### src/rtl/gray_conv_arbiter.sv
// Round-robin arbiter that shares one registered Gray-to-binary converter among
// NREQ requesters and returns the result with the winner's ID on a valid/ready port.
module gray_conv_arbiter #(
  parameter int WIDTH = 4,
  parameter int NREQ  = 4,
  parameter int IDW   = 2,
  parameter int CNTW  = 8
) (
  input  logic                  clk,
  input  logic                  rst_n,
  input  logic [NREQ-1:0]       req,
  input  logic [NREQ*WIDTH-1:0] gray_in,
  output logic [NREQ-1:0]       ack,
  output logic                  out_valid,
  input  logic                  out_ready,
  output logic [WIDTH-1:0]      out_bin,
  output logic [IDW-1:0]        out_id,
  output logic                  busy,
  output logic [CNTW-1:0]       conv_count
);

  typedef enum logic [1:0] {IDLE, CONV, HOLD} state_t;

  state_t           state;
  logic [IDW-1:0]   ptr;
  logic [IDW-1:0]   win;
  logic             found;
  logic [WIDTH-1:0] cap;

  function automatic logic [WIDTH-1:0] gray2bin(input logic [WIDTH-1:0] g);
    logic [WIDTH-1:0] b;
    b[WIDTH-1] = g[WIDTH-1];
    for (int k = WIDTH - 2; k >= 0; k--) begin
      b[k] = b[k+1] ^ g[k];
    end
    return b;
  endfunction

  function automatic logic [IDW-1:0] next_id(input logic [IDW-1:0] id);
    return (int'(id) == NREQ - 1) ? '0 : id + IDW'(1);
  endfunction

  // First set request at or above the pointer, wrapping modulo NREQ.
  always_comb begin
    win   = '0;
    found = 1'b0;
    for (int i = 0; i < NREQ; i++) begin
      if (!found && req[(int'(ptr) + i) % NREQ]) begin
        found = 1'b1;
        win   = IDW'((int'(ptr) + i) % NREQ);
      end
    end
  end

  always_ff @(posedge clk or negedge rst_n) begin
    if (!rst_n) begin
      state      <= IDLE;
      ack        <= '0;
      out_valid  <= 1'b0;
      out_bin    <= '0;
      out_id     <= '0;
      busy       <= 1'b0;
      conv_count <= '0;
      ptr        <= '0;
      cap        <= '0;
    end else begin
      ack <= '0;
      case (state)
        IDLE: begin
          if (found) begin
            cap      <= gray_in[win*WIDTH +: WIDTH];
            out_id   <= win;
            ack[win] <= 1'b1;
            busy     <= 1'b1;
            state    <= CONV;
          end
        end
        CONV: begin
          out_bin   <= gray2bin(cap);
          out_valid <= 1'b1;
          state     <= HOLD;
        end
        HOLD: begin
          // Result, ID and valid stay frozen until the consumer takes them.
          if (out_ready) begin
            out_valid  <= 1'b0;
            ptr        <= next_id(out_id);
            conv_count <= conv_count + CNTW'(1);
            busy       <= 1'b0;
            state      <= IDLE;
          end
        end
        default: begin
          busy  <= 1'b0;
          state <= IDLE;
        end
      endcase
    end
  end

endmodule

### config.mk
export PLATFORM = sky130hd
export DESIGN_NAME = gray_conv_arbiter
export DESIGN_NICKNAME = d
export VERILOG_FILES = /design/src/rtl/gray_conv_arbiter.sv
export SDC_FILE = /design/constraint.sdc
export NUM_CORES = 1
export LEC_CHECK = 0
export ABC_AREA = 0
export BUFFER_PORTS_ARGS = -buffer_cell sky130_fd_sc_hd__buf_2
export CAP_MARGIN = 10
export CORE_ASPECT_RATIO = 2
export CORE_UTILIZATION = 44
export DETAILED_ROUTE_END_ITERATION = 8
export GPL_TIMING_DRIVEN = 0
export PLACE_DENSITY_LB_ADDON = 0.12
export SLEW_MARGIN = 20
export SYNTH_ARGS = -nofsm -noshare
export SYNTH_HDL_FRONTEND = slang
export SYNTH_SLANG_ARGS = --single-unit
### constraint.sdc
create_clock -name clk -period 1.4 [get_ports clk]
set_input_delay 0.21 -clock clk [delete_from_list [all_inputs] [get_ports clk]]
set_output_delay 0.21 -clock clk [all_outputs]
set_load 0.01 [all_outputs]
* Word level (Yosys, flattened, before mapping)
Index checks and enable logic that the tools add are counted.
** Storage, ports and cells
- Flip-flop bits (word level) :: 28
- Bits in latches :: 0
- RAM bits :: 0
- Memory bits (read-only) :: 0
- Output and inout port bits :: 20
- Memories :: 0
** Operators by class
- Add/sub/neg operators :: 5
- Multiply operators :: 0
- Divide/modulo/power cells :: 0
- Magnitude comparators :: 6
- Equality and inequality tests :: 5
- Shifts and indexed selects :: 1
- Mux-type cells :: 31
- Bitwise logic cells :: 7
- Reduce and logical (&&, ||, !) cells :: 17
** Operator list (count)
- 16-bit by 5-bit indexed part select with 4-bit output :: 1
- 1-bit 2-to-1 mux :: 14
- 2-bit 2-to-1 mux :: 7
- 3-bit by 4-bit < comparator with 1-bit output, second input constant :: 3
- 8-bit by 1-bit adder with 8-bit output, second input constant :: 1
- 1-bit binary-select mux with 2-bit select :: 4
- 4-bit 2-to-1 mux :: 2
- 2-bit AND reduction :: 4
- 2-bit by 3-bit < comparator with 1-bit output, second input constant :: 2
- 2-bit one-hot mux with 3 select lines :: 1
- 2-bit OR reduction :: 3
- 2-bit by 1-bit adder with 2-bit output, second input constant :: 2
- 2-bit adder, second input constant :: 2
- 2-bit by 1-bit equality test with 1-bit output, second input constant :: 2
- 1-bit logical AND :: 4
- 2-bit inequality test, second input constant :: 2
- 1-bit bitwise AND, first input constant :: 3
- 1-bit zero test :: 3
- 1-bit one-hot mux with 3 select lines :: 1
- 3-bit AND reduction :: 1
- 1-bit XOR :: 3
- 1-bit demux with 2-bit select :: 1
- 2-bit equality test, second input constant :: 1
- 2-bit by 1-bit >= comparator with 1-bit output, second input constant :: 1
- 4 further kinds :: 4

* Depth between registers and ports, before layout
- Word-level depth :: 20
- Gate-level depth with buffers :: 6
- Mapped depth without buffers :: 5

* Worst setup path after synthesis
Ideal clock, no wire load.
- Path kind :: flip-flop to flip-flop
- Start point :: register ptr[1]
- End point :: register cap[0]
- Arrival time :: 1.336 ns
- Data required time :: 1.262 ns
- Slack :: -0.074 ns
- Cell stages (with the launch flop) :: 7
- Buffers on the path :: 1
- Clock period less this slack :: 1.474 ns
- Cells stage by stage :: dfrtp_1 nand2b_1 a21oi_1 a211o_1 buf_6 mux2i_1 o221ai_1
** On the way
- Longest elaborated chain between the ends :: 13
- Elaborated cells between the ends (all ways) :: 30
- Classes of those cells :: 3 x add/sub; 1 x shift; 19 x mux; 7 x reduce/logical
** Ends and longest elaborated chain
- start: declaration :: line 25 : logic [IDW-1:0] ptr;
- start signal: assignment :: line 87 : ptr <= next_id(out_id);
- 2-bit by 1-bit adder with 2-bit output / 1-bit binary-select mux with 2-bit select (equally long branches) :: line 48, 50
- 1-bit binary-select mux with 2-bit select / 1-bit 2-to-1 mux (equally long branches) :: line 48 : if (!found && req[(int'(ptr) + i) % NREQ]) begin
- 1-bit 2-to-1 mux (implied by the code) :: line 48
- 1-bit 2-to-1 mux (implied by the code) / 1-bit zero test (equally long branches) :: line 48
- 1-bit logical AND :: line 48
- 1-bit 2-to-1 mux :: line 48
- 1-bit zero test :: line 48
- 1-bit logical AND :: line 48
- 1-bit 2-to-1 mux :: line 48
- 1-bit zero test :: line 48
- 1-bit logical AND :: line 48
- 2-bit 2-to-1 mux / 1-bit 2-to-1 mux (equally long branches) :: line 48
- 16-bit by 5-bit indexed part select with 4-bit output / 2-bit AND reduction (equally long branches)
- end signal: assignment :: line 71 : cap <= gray_in[win*WIDTH +: WIDTH];
- end: declaration :: line 28 : logic [WIDTH-1:0] cap;
Several ways; a longest one is shown, not always the timed one. The select of a mux whose other input is x is not followed.
A chain may end at the register's enable or synchronous reset.

* Worst setup path after layout
- Start point :: register ptr[1]
- End point :: register cap[2]
Same word-level chain as after synthesis.

==> results.cfg <==
[critical_path]
reg2reg_slack_ns = -0.10
crit_path_top_delay_cell = dfrtp_1
cp.required_ns = 1.54
r2r_end = cap[2]$_DFFE_PN0P_
path_cells = mux2i_1 > a211o_1 > buf_6 > mux2i_2 > o221ai_1
critPathLaunchType = register
max_stage_delay_ns = 0.44
reg2reg_depth = 5
cp_data_arrival_time_ns = 1.64
timing.rr.start = ptr[1]$_DFFE_PN0P_
critPathBufInv = 1
crit_type = reg2reg
endpoint_kind = register
cp_top_family = compound AO/OA/AOI/OAI gates
crit_path_max_fanout = 6

[clock_tree]
clk-insertion-delay-late_ns = 0.27
cts_num_sinks = 28
clk_pin_slew_worst_paths_ns = 0.09
numCtsBuffers = 3
cts-root-buf = clkbuf_8
htreeDepth = 1
clockBufferDepth = 2
cts_tree = done

[placement]
placed_area_um2 = 1520
globalplace.congestion = 0.674
dpl_worst_slack_ns = -0.434
portBuffers = 42
dp_hpwl_um = 2060

[layout]
syn_to_final_growth_pct = 31.9
final_area_um2 = 1680
multi_input_area_um2 = 591
final-seq-area_um2 = 701
drive_gt1_frac = 0.388
fin_util = 0.614
fin_nets = 196
fill_cells = 244
antenna_cells = 0

[yosys]
seq_area_frac_synth = 0.550
yosys_register_bits = 28
yosysTopAreaCell = dfrtp_1
synth_cell_types = 27
yosys_warnings = 0
avgSynthCellArea_um2 = 10.8
netlist_area_um2 = 1270
synthFlopType = dfrtp_1
synth_edf_count = 0
synth_top_area_share = 0.550
async_flop_share = 1.00
syn_nets = 143
synth.top_cells.by_area = dfrtp_1, mux2i_1, nand2_1
netlist_instances = 118

[timing]
worstMarginPinSlew_ns = 0.641
fmax_mhz = 665
finalHoldViolations = 0
fin_skew_ns = 0.00421
fin_crit_ns = 1.50
holdWs_ns = 0.166
setup_viol = 6
post-route-period-util = 1.07
max-slew-margin-rel = 0.573
rsz0062_at_grt = true
setup_slack_ns = -0.104
slew_viol_final = 0

[routing]
wl_met1_um = 941
num_vias = 1048
first_pass_iters = 2
wl_met3_um = 79
ant_nets = 0
wire_per_inst_um = 13.6
via_per_inst = 5.27
drc = 0
drt_iter0_markers = 13
dr.max_layer_used = met4
dr_wl_met2_um = 1650
wl_um = 2710

[outcome]
violations = negative setup slack
status = complete, but fails checks

[run]
maxCapViolCount = 0

[grt]
grt_pass1_wl_um = 4210
grt_pass1_vias = 1047
grt_max_degree = 29
grt_remaining_overflow = 0
antenna_found_initial = 0
track_usage = 0.190

[power_and_ir_drop]
p_per_area_nw_per_um2 = 2020
static-leakage-power_uw = 0.000887
max-vdd-ir-drop_uv = 1070

[hold_path]
min_to = state[1]$_DFFE_PN0P_
hp-start = out_ready
hold_depth = 2
hp-class = in2reg

[die]
start_util = 0.465
rows = 27
core_area_um2 = 2740
die_y_um = 78.1
die_x_um = 40.0
die_area_um2 = 3130
boundaryPins = 43
[worst max-delay path by stage]
stage | slack (ns) | from | cells past startpoint | end
finish | -0.10 | ptr[1]$_DFFE_PN0P_ | 5 | cap[2]$_DFFE_PN0P_
global route | -0.16 | ptr[1]$_DFFE_PN0P_ | 6 | cap[2]$_DFFE_PN0P_
CTS | -0.12 | ptr[1]$_DFFE_PN0P_ | 6 | cap[2]$_DFFE_PN0P_
detailed placement | -0.43 | req[0] | 7 | cap[2]$_DFFE_PN0P_
global placement | -0.42 | req[0] | 7 | cap[1]$_DFFE_PN0P_
floorplan | -0.05 | ptr[1]$_DFFE_PN0P_ | 6 | cap[1]$_DFFE_PN0P_
[logic make-up (layout without fill, tap and decap cells)]
family,Yosys count,count (layout),synth area share
AND/OR/NAND/NOR,45,45,0.163
flip-flops,28,28,0.550
AO/OA/AOI/OAI,16,16,0.0855
multiplexers,11,11,0.0884
XOR/XNOR,10,10,0.0688
buffers and inverters,6,58,0.0246
adder cells (fa/ha/maj),2,2,0.0196
[cell usage in the layout, fill, tap and decap left out, drive strengths merged]
cell type    instances
xor2                 3
xnor2                7
o21ai                5
o221ai               4
o31ai                1
a211o                2
dlygate4sd3          1
nor2                 7
and3                 3
buf                 49
or3                  1
nand2b               4
nand3b               1
nand3                3
nor3b                1
clkbuf               5
mux2                 2
inv                  3
dfrtp               28
o22ai                1
nand2               22
mux2i                9
nand4                2
ha                   2
nor4                 1
a21oi                2
o21a                 1
[per-layer routing]
layer  up-vias  global-route usage
li1        511                   -
met1       502               0.173
met2        31               0.377
met3         4              0.0169
met4         0              0.0621
met5         -                   0
[flip-flops by register name, summed over array words and instances, names as in the netlist]
signal and flops:
out_valid 1, busy 1, cap 4, ptr 2, ack 4, out_bin 4
out_id 2, conv_count 8, state 2
[synth_stat cells, drive strengths merged (3+ instances only)]
master and n:
nand3 3, nand2b 4, o21ai 5, nand2 22, o221ai 4, xnor2 7, mux2i 9, dfrtp 28
xor2 3, inv 3, and3 3, nor2 7
[final cells by class]
type / instances / area share
timing repair buffer: 49 / 0.160
multi-input combinational: 84 / 0.351
inverter: 3 / 0.00819
buffer: 2 / 0.00894
clock buffer: 4 / 0.0328
tap: 29 / 0.0216
sequential: 28 / 0.417
[power breakdown]
part / internal (uW) / leakage (uW) / switching [uW]
Clock: 251 / 0.0000288 / 236
Combinational: 755 / 0.000504 / 761
Sequential: 1120 / 0.000354 / 267
Total: 2130 / 0.000887 / 1260
[what timing repair did]
action                                 CTS  global route
pin swaps                                3             5
setup endpoints to repair               11            11
endpoints found under the hold margin   28             0
setup buffers                            5             1
hold buffers                             1             0
gates resized for setup                  9             7
[stage by stage]
stage | setup TNS (ns) | power (uW) | instances
floorplan | -0.157 | 2270 | 118
global placement | -2.93 | 2660 | 189
CTS | -0.466 | 3360 | 198
detailed placement | -3.14 | 2730 | 189
finish | -0.309 | 3400 | 199
global route | -0.735 | 3640 | 199
No activity file was read; power rests on OpenSTA's default activity.
